`src/rtl/cache_pkg.sv`:
```
// Shared definitions for the N-way write-back cache: controller states and
// the fixed address/block geometry of the block memory interface.
package cache_pkg;

  typedef enum logic [1:0] {
    IDLE,
    WRITE_BACK,
    ALLOCATE
  } state_t;

  // Word offset inside a block (4 x 32-bit words).
  localparam int unsigned OFF_W = 2;
  // Block width of the memory side.
  localparam int unsigned BLK_W = 128;

endpackage

```
`src/rtl/cache_lru.sv`:
```
// True-LRU age update and victim selection for one set.
// Ports:
//   age_in  : current per-way ages of the set, way w at [w*AW +: AW]
//   acc_way : way being accessed this cycle
//   valid   : per-way valid bits of the set
//   age_out : ages after an access to acc_way
//   victim  : lowest-index invalid way, else the way whose age is WAYS-1
module cache_lru #(
  parameter int unsigned WAYS = 2
) (
  input  logic [WAYS*$clog2(WAYS)-1:0] age_in,
  input  logic [$clog2(WAYS)-1:0]      acc_way,
  input  logic [WAYS-1:0]              valid,
  output logic [WAYS*$clog2(WAYS)-1:0] age_out,
  output logic [$clog2(WAYS)-1:0]      victim
);

  localparam int unsigned AW = $clog2(WAYS);

  logic [AW-1:0] acc_age;
  logic          found;

  always_comb begin
    acc_age = '0;
    for (int unsigned w = 0; w < WAYS; w++) begin
      if (acc_way == AW'(w)) acc_age = age_in[w*AW +: AW];
    end

    age_out = age_in;
    for (int unsigned w = 0; w < WAYS; w++) begin
      if (acc_way == AW'(w))
        age_out[w*AW +: AW] = '0;
      else if (age_in[w*AW +: AW] < acc_age)
        age_out[w*AW +: AW] = age_in[w*AW +: AW] + 1'b1;
    end
  end

  always_comb begin
    victim = '0;
    found  = 1'b0;
    for (int unsigned w = 0; w < WAYS; w++) begin
      if (!found && !valid[w]) begin
        victim = AW'(w);
        found  = 1'b1;
      end
    end
    if (!found) begin
      for (int unsigned w = 0; w < WAYS; w++) begin
        if (age_in[w*AW +: AW] == AW'(WAYS - 1)) victim = AW'(w);
      end
    end
  end

endmodule

```
`src/rtl/cache_nway.sv`:
```
// N-way set-associative write-back, write-allocate cache with true-LRU
// replacement and hit/miss counters.
// Ports:
//   clk, proc_reset         : clock (rising edge), async active-high reset
//   proc_read/proc_write    : processor request, held while proc_stall is high
//   proc_addr/proc_wdata    : word address {tag, index, offset} and write data
//   proc_stall/proc_rdata   : access not complete / read data of hitting line
//   mem_read/mem_write      : block refill / write-back request
//   mem_addr/mem_wdata      : block address and write-back block
//   mem_rdata/mem_ready     : refill block and request completion strobe
//   hit_cnt/miss_cnt        : wrapping performance counters
module cache_nway
  import cache_pkg::*;
#(
  parameter int unsigned WAYS  = 2,
  parameter int unsigned SETS  = 4,
  parameter int unsigned IDX_W = $clog2(SETS),
  parameter int unsigned TAG_W = 28 - IDX_W
) (
  input  logic         clk,
  input  logic         proc_reset,
  input  logic         proc_read,
  input  logic         proc_write,
  input  logic [29:0]  proc_addr,
  input  logic [31:0]  proc_wdata,
  output logic         proc_stall,
  output logic [31:0]  proc_rdata,
  output logic         mem_read,
  output logic         mem_write,
  output logic [27:0]  mem_addr,
  output logic [127:0] mem_wdata,
  input  logic [127:0] mem_rdata,
  input  logic         mem_ready,
  output logic [31:0]  hit_cnt,
  output logic [31:0]  miss_cnt
);

  localparam int unsigned AW    = $clog2(WAYS);
  localparam int unsigned WORDS = 1 << OFF_W;

  logic                   valid_q [SETS][WAYS];
  logic                   dirty_q [SETS][WAYS];
  logic [TAG_W-1:0]       tag_q   [SETS][WAYS];
  logic [BLK_W-1:0]       data_q  [SETS][WAYS];
  logic [WAYS*AW-1:0]     age_q   [SETS];

  state_t                 state_q, state_d;
  logic [AW-1:0]          victim_q;
  logic                   refilled_q;

  logic [IDX_W-1:0]       idx;
  logic [TAG_W-1:0]       tag;
  logic [OFF_W-1:0]       off;
  logic                   req;
  logic                   hit;
  logic [AW-1:0]          hit_way;
  logic [WAYS-1:0]        valid_vec;
  logic [WAYS*AW-1:0]     age_next;
  logic [AW-1:0]          lru_victim;
  logic [BLK_W-1:0]       hit_line;
  logic                   complete;
  logic                   miss_evt;
  logic                   fill_en;
  logic                   wb_done;

  assign idx = proc_addr[IDX_W+OFF_W-1:OFF_W];
  assign tag = proc_addr[29:IDX_W+OFF_W];
  assign off = proc_addr[OFF_W-1:0];
  assign req = proc_read | proc_write;

  always_comb begin
    hit       = 1'b0;
    hit_way   = '0;
    valid_vec = '0;
    for (int unsigned w = 0; w < WAYS; w++) begin
      valid_vec[w] = valid_q[idx][w];
      if (valid_q[idx][w] && (tag_q[idx][w] == tag)) begin
        hit     = 1'b1;
        hit_way = AW'(w);
      end
    end
  end

  cache_lru #(.WAYS(WAYS)) u_lru (
    .age_in  (age_q[idx]),
    .acc_way (hit_way),
    .valid   (valid_vec),
    .age_out (age_next),
    .victim  (lru_victim)
  );

  always_comb begin
    hit_line   = data_q[idx][hit_way];
    proc_rdata = '0;
    for (int unsigned k = 0; k < WORDS; k++) begin
      if (off == OFF_W'(k)) proc_rdata = hit_line[k*32 +: 32];
    end
  end

  assign proc_stall = (req & ~hit) | (state_q != IDLE);
  assign fill_en    = (state_q == ALLOCATE) && mem_ready;
  assign wb_done    = (state_q == WRITE_BACK) && mem_ready;

  always_comb begin
    state_d   = state_q;
    mem_read  = 1'b0;
    mem_write = 1'b0;
    mem_addr  = '0;
    mem_wdata = '0;
    complete  = 1'b0;
    miss_evt  = 1'b0;
    case (state_q)
      IDLE: begin
        if (req) begin
          if (hit) begin
            complete = 1'b1;
          end else begin
            miss_evt = 1'b1;
            state_d  = (valid_q[idx][lru_victim] && dirty_q[idx][lru_victim])
                       ? WRITE_BACK : ALLOCATE;
          end
        end
      end
      WRITE_BACK: begin
        mem_write = 1'b1;
        mem_addr  = {tag_q[idx][victim_q], idx};
        mem_wdata = data_q[idx][victim_q];
        if (mem_ready) state_d = ALLOCATE;
      end
      ALLOCATE: begin
        mem_read = 1'b1;
        mem_addr = proc_addr[29:OFF_W];
        if (mem_ready) state_d = IDLE;
      end
      default: state_d = IDLE;
    endcase
  end

  always_ff @(posedge clk or posedge proc_reset) begin
    if (proc_reset) state_q <= IDLE;
    else            state_q <= state_d;
  end

  always_ff @(posedge clk or posedge proc_reset) begin
    if (proc_reset) begin
      for (int unsigned s = 0; s < SETS; s++) begin
        for (int unsigned w = 0; w < WAYS; w++) begin
          valid_q[s][w]          <= 1'b0;
          dirty_q[s][w]          <= 1'b0;
          age_q[s][w*AW +: AW]   <= AW'(w);
        end
      end
      victim_q   <= '0;
      refilled_q <= 1'b0;
      hit_cnt    <= '0;
      miss_cnt   <= '0;
    end else begin
      // Marks the completion cycle right after a refill so it is not
      // counted as a hit on top of the miss already recorded.
      refilled_q <= fill_en;
      if (miss_evt) begin
        miss_cnt <= miss_cnt + 32'd1;
        victim_q <= lru_victim;
      end
      if (complete) begin
        age_q[idx] <= age_next;
        if (!refilled_q) hit_cnt <= hit_cnt + 32'd1;
        if (proc_write) dirty_q[idx][hit_way] <= 1'b1;
      end
      if (wb_done) dirty_q[idx][victim_q] <= 1'b0;
      if (fill_en) begin
        valid_q[idx][victim_q] <= 1'b1;
        dirty_q[idx][victim_q] <= 1'b0;
      end
    end
  end

  // Tag and data payload carry no reset; valid bits qualify them.
  always_ff @(posedge clk) begin
    if (fill_en) begin
      data_q[idx][victim_q] <= mem_rdata;
      tag_q[idx][victim_q]  <= tag;
    end else if (complete && proc_write) begin
      for (int unsigned k = 0; k < WORDS; k++) begin
        if (off == OFF_W'(k)) data_q[idx][hit_way][k*32 +: 32] <= proc_wdata;
      end
    end
  end

endmodule

```
`config.mk`:
```
export PLATFORM = sky130hd
export DESIGN_NAME = cache_nway
export DESIGN_NICKNAME = d
export VERILOG_FILES = /design/src/rtl/cache_pkg.sv /design/src/rtl/cache_lru.sv /design/src/rtl/cache_nway.sv
export SDC_FILE = /design/constraint.sdc
export NUM_CORES = 2
export LEC_CHECK = 0
export BUFFER_PORTS_ARGS = -buffer_cell sky130_fd_sc_hd__buf_2
export CAP_MARGIN = 25
export CORE_UTILIZATION = 45
export DETAILED_ROUTE_END_ITERATION = 10
export PLACE_DENSITY = 0.62
export RECOVER_POWER = 50
export SLEW_MARGIN = 25
export SYNTH_ARGS = -nofsm -noshare
export SYNTH_HDL_FRONTEND = slang
export SYNTH_SLANG_ARGS = --single-unit
export TNS_END_PERCENT = 20
```
`constraint.sdc`:
```
create_clock -name clk -period 5.3 [get_ports clk]
set_clock_uncertainty 0.15 [all_clocks]
set_input_delay 0.53 -clock clk [delete_from_list [all_inputs] [get_ports clk]]
set_output_delay 0.53 -clock clk [all_outputs]
set_load 0.005 [all_outputs]
```
### After elaboration in Yosys (flattened, before gate mapping)

Memories as Yosys holds them, arrays and structs flattened.
Cells that the tools add are included.

| storage, ports and cells | value |
|---|---|
| bits in registers | 92 |
| memory bits (writable) | 1232 |
| input bits | 195 |
| output and inout bits | 255 |
| logic and storage cells | 2233 |
| memories kept | 2 |

Memory list:

| memory | depth | bits a word | read ports | clocked after memory_dff | wr ports | line | source |
|---|---|---|---|---|---|---|---|
| data_q | 4 | 256 | 1 | 0 | 1 | cache_nway.sv:44 | `logic [BLK_W-1:0] data_q [SETS][WAYS];` |
| tag_q | 4 | 52 | 1 | 0 | 1 | cache_nway.sv:43 | `logic [TAG_W-1:0] tag_q [SETS][WAYS];` |

| cells by class | value |
|---|---|
| $add $sub $neg | 4 |
| magnitude comparators | 9 |
| equality and inequality tests | 11 |
| muxes and demuxes | 1128 |
| bitwise logic cells | 1038 |
| reductions and logical operators | 16 |

Operators with widths:

| operator | number |
|---|---|
| 256-bit two-way mux | 5 |
| 128-bit two-way mux | 9 |
| 1-bit two-way mux | 1067 |
| 1-bit OR | 1026 |
| 128-bit demux with 1-bit select | 5 |
| 32-bit two-way mux | 5 |
| 26-bit two-way mux | 4 |
| 96-bit two-way mux | 1 |
| 32-bit by 1-bit adder with 32-bit output (second input constant) | 2 |
| 64-bit two-way mux | 1 |
| 28-bit one-hot mux with 2 select lines | 1 |
| 26-bit equality test | 2 |
| 52-bit two-way mux | 1 |
| 8-bit two-way mux | 4 |
| 2-bit two-way mux | 14 |
| 26-bit demux with 1-bit select | 1 |
| 8-bit bitwise AND | 2 |
| 8-bit OR | 2 |
| 2-bit binary-select mux with 2-bit select | 3 |
| 2-bit demux with 2-bit select | 3 |
| 1-bit logical AND | 10 |
| 8-bit bitwise mux | 1 |
| 2-bit inequality test (second input constant) | 4 |
| 8-bit NOT | 1 |
| 19 further kinds | 32 |

### Longest topological paths before layout

| depth | value |
|---|---|
| depth in word-level cells | 20 |
| depth in mapped cells | 14 |
| depth with buffers taken out | 8 |

### Hierarchy

Synthesis repeated with hierarchy kept, for this count alone.

| unflattened totals | value |
|---|---|
| cell total of the unflattened synthesis | 3067 |
| area total of the unflattened synthesis | 57980.6 µm² |

Modules (own cells, without submodules):

| module | instances | cells each | area each (µm²) | seq. area each (µm²) |
|---|---|---|---|---|
| cache_nway | 1 | 3062 | 57955.6 | 39302.7 |
| cache_lru | 1 | 5 | 25.0 | 0.0 |

### Worst setup path before layout

No wires, ideal clock.

| path | value |
|---|---|
| path type | input to register |
| start | input port proc_addr[2] |
| end | memory data_q[0][32] (netlist bit) (enable) |
| library setup time | 0.432 ns |
| arrival | 4.469 ns |
| required time | 4.718 ns |
| setup slack | 0.249 ns |
| stages | 12 |
| buffers on the path | 5 |
| cell sequence | buf_6 > buf_8 > buf_6 > mux2_2 > a222oi_1 > nand4_1 > a22oi_2 > nand4_1 > or3_1 > buf_2 > buf_2 > a21oi_1 |

| on the way | value |
|---|---|
| word-level cells in the longest chain between the ends | 18 |
| elaborated cells on any way between the ends | 41 |
| classes of those cells | order compare (2); eq/ne (2); mux (26); bitwise (6); reduce/logical (4); memory (1) |

Ends and longest elaborated chain:

| what | line | source |
|---|---|---|
| start, declared | cache_nway.sv:24 | `input logic [29:0] proc_addr,` |
| branches (longest 18 deep; another with memory 4 x 52 bit) | -- |  |
| end, declared | cache_nway.sv:44 |  |

Parallel ways; which one is timed is not known. The select of a mux whose other input is x is not followed.

### Worst setup path after layout

| path | value |
|---|---|
| start | input port proc_addr[3] |
| end | output port proc_rdata[12] |

| on the way | value |
|---|---|
| word-level cells in the longest chain between the ends | 14 |
| elaborated cells on any way between the ends | 17 |
| classes of those cells | eq/ne (1); mux (11); bitwise (2); reduce/logical (1); memory (2) |

Ends and longest elaborated chain:

| what | line | source |
|---|---|---|
| branches (longest 7 deep; another with memory 4 x 52 bit) | -- |  |
| 128-bit two-way mux (implied by the code) * (3 in series) | cache_nway.sv:93 | `hit_line = data_q[idx][hit_way];` |
| 32-bit two-way mux (3 in series) | cache_nway.sv:96 | `if (off == OFF_W'(k)) proc_rdata = hit_line[k*32 +: 32];` |
| 32-bit two-way mux * | cache_nway.sv:96 |  |
| end, declared | cache_nway.sv:27 | `output logic [31:0] proc_rdata,` |

Mark *: on every way between the ends. The select of a mux whose other input is x is not followed.

==> qor.txt <==
CP required: 4620 ps
Final net count: 3,906
Sequential area share after synthesis: 67.85%
Post-synthesis adder-cell area fraction: 0.1080%
Reg2Reg Depth: 9
Die height: 360.8 um
Clk slew on worst S/H paths: 60 ps
Worst slew pin tran: 2595 ps
EDFF count, synth: 1,232
Synth-to-Final Area Change: 18.14%
Area leader, netlist: edfxtp_1
Initial DRC Count: 3,051
Crit. End Element: output pin
Post-Synthesis Cells: 3,039
RSZ-0062 raised after global routing: false
Asr flop ratio synth: 6.949%
Clock Latency Late Sink: 780 ps
Max Cap Viol: 14
Clk root buf: clkbuf_16
Violated checks: capacitance limit, slew limit
Final wirelength: 170.4 mm
Die W: 360.8 um
Buffer depth of the longest clock path: 3
TritonCTS buffer count: 143
Post-Layout Cell Count: 5,484
Crit path max fanout: 70
Row count: 131
Pleak: 0.02344 uW
DR vias: 32,130
Maximum VDD drop: 328.5 uV
Hold/Removal Path Class: input port to register
DIE AREA: 130,200 um^2
Post-Syn Nets: 3,239
Post-synthesis simple-gate area fraction: 4.344%
Fill count: 10,180
Synth area leaders: edfxtp_1 64%, mux4_2 14%, mux2_2 6.0%, dfrtp_1 3.8%, mux2i_1 2.7%
Post-synthesis xor/xnor area fraction: 1.588%
Critical path arrival: 4420 ps
Mean Syn Cell Area: 19.06 um^2
Hold Fails Final Rpt: 0
Drt pass-1 iters: 7
WL/cell: 31.08 um
F_max: 196.2 MHz
GRT Residual Overflow: 0
Util after Layout: 53.59%
Ys Warns: 0
Register bit total from synthesis: 1,324
Post-route clock period utilization: 96.15%
Setup tns final: 0 ps
Critical path class: input port to output pin
Critical path launch point type: input port
Slew headroom: -73.96%
Placed Cells: 5,084
Ratio of cells with drive above 1 in the final layout: 32.90%
# IOs: 450
Yosys cell types: 61
Port bufs: 449
Synth Area in Compound Gates: 1.290%
Post-synth top area share: 63.87%
H-tree depth: 4
Worst hold stages: 2
Mux share of post-synthesis cell area: 23.27%
Final HPWL DP: 116.3 mm
CTS tree: done
Vias in the first global route: 32,800
Setup Viol. Count Final: 0
Initial antenna violation count: 23
Largest family of logic cells by synthesized area: multiplexers
Design Power: 25,440 uW
DR vias/cell: 5.859
Tmin final: 5096 ps
Drc violations: 0
Main synth FF type: edfxtp_1
Final hold slack: 38.23 ps
Status: complete, but fails checks
Pin count of the biggest net entering global routing: 112
Slew Viols, Final: 486
PD cells: 371.7 nW/um^2
First-pass GRT wire length: 241.7 mm
Initial core utilization: 45.36%
GRT Resource Usage Total: 26.23%
Core ar.: 127,700 um^2
Routed Antenna Nets: 0
Mapped Area: 57,920 um^2
Clock sink count: 1,324
Resized cells post-CTS: 0
RePlAce Congestion: 0.8395
## kinds of logic after synthesis
family,count (synthesis)
simple gates,457
buf+inv,196
compound gates,108
xor+xnor,105
flops,1324
fa+ha+maj,5
mux,844
## cell usage after synthesis (all sizes together) (39+ instances only)
cell / instances
buf: 96
clkbuf: 82
dfrtp: 88
edfxtp: 1232
mux2: 318
mux2i: 156
mux4: 370
nand2: 93
nor2: 59
nor2b: 158
xnor2: 66
xor2: 39
## worst max-delay path, stage by stage
cell and delay (ps):
buf_8 460, buf_4 430, clkbuf_2 1300, mux4_2 500
mux4_2 570, mux2_2 360, buf_2 150
## what timing repair did
action | in CTS | in global routing
endpoints found under the hold margin | 1127 | 0
hold buffers | 139 | 0
buffers inserted | 0 | 0
## report_power, final
group / leakage [uW] / total, uW / internal (uW) / switching [uW]
clock network: 0.00215 / 9500 / 5280 / 4210
registers: 0.0123 / 12300 / 12000 / 232
logic: 0.00893 / 3680 / 1400 / 2280
## cell type report
cell class | count | area, um^2 | area share [%]
Antenna cell | 4 | 10.01 | 0.01463
Clock buffer | 181 | 3774 | 5.514
Clock inverter | 76 | 644.4 | 0.9416
Inverter | 18 | 68.82 | 0.1006
Multi-Input combinational cell | 1519 | 17950 | 26.23
Sequential cell | 1324 | 39310 | 57.44
Tap cell | 1662 | 2079 | 3.039
Timing Repair Buffer | 700 | 4599 | 6.721
## flip-flops by register name, summed over array words and instances, names as in the netlist, 2 cells and up
name and flops:
age_q 8, data_q 1024, dirty_q 8, hit_cnt 32, miss_cnt 32, state_q 2
tag_q 208, valid_q 8
## routing by layer
| metal | GRT usage [%] | wire length (um) | share of wire (%) | vias to the layer above |
|---|---|---|---|---|
| met5 | 0 | 184 | 0.11 | - |
| met4 | 9.128 | 5507 | 3.2 | 26 |
| met3 | 5.244 | 11720 | 6.9 | 257 |
| met2 | 45.97 | 89190 | 52 | 1208 |
| met1 | 32.25 | 63840 | 37 | 16960 |
| li1 | - | - | - | 13680 |
## worst paths after layout
path,from,end,slack [ps]
worst min-delay path,mem_rdata[0],data_q[3][128]$_DFFE_PP_,40
worst min register to register,hit_cnt[31]$_DFFE_PP0P_,hit_cnt[31]$_DFFE_PP0P_,320
min in group asynchronous,proc_reset,miss_cnt[11]$_DFFE_PP0P_,870
worst max-delay path,proc_addr[3],proc_rdata[12],200
max in group asynchronous,proc_reset,victim_q$_DFFE_PP0P_,1080
worst max register to register,tag_q[3][49]$_DFFE_PP_,data_q[3][244]$_DFFE_PP_,460
## through the flow
step	worst slack (ps)	area [um^2]
2_1_floorplan	249.3	57920
3_3_place_gp	413.6	63190
3_5_place_dp	460.0	63220
4_1_cts	372.3	69030
5_1_grt	114.6	68430
6_report	204.2	68430
## cell usage in the layout (no fill, tap or decap), types with 5 or more instances in the layout
cell | Yosys | final
nand3_1 | 33 | 33
a21oi_4 | 0 | 9
dlygate4sd3_1 | 0 | 139
nor2_4 | 0 | 17
inv_1 | 18 | 16
and2_1 | 12 | 7
clkbuf_1 | 82 | 157
nor2b_1 | 158 | 158
buf_2 | 23 | 319
and3_1 | 14 | 14
mux2_1 | 9 | 113
clkinv_2 | 0 | 23
nand2_1 | 93 | 93
mux2i_1 | 156 | 156
clkinv_1 | 0 | 32
mux4_2 | 370 | 370
buf_12 | 0 | 26
dfrtp_1 | 88 | 87
edfxtp_1 | 1232 | 1232
clkinv_8 | 0 | 7
o21ai_0 | 16 | 16
nor3_1 | 15 | 15
a22oi_1 | 28 | 28
xor2_1 | 39 | 39
nor4_1 | 11 | 11
a21oi_1 | 33 | 24
and4_1 | 6 | 6
nand2b_1 | 8 | 8
buf_4 | 1 | 51
nor2_1 | 59 | 40
nand4_1 | 21 | 21
clkbuf_2 | 0 | 39
and2_0 | 0 | 5
clkbuf_16 | 0 | 145
or2_2 | 10 | 9
mux2_2 | 308 | 204
xnor2_1 | 66 | 66
No activity file was read; power rests on OpenSTA's default activity.
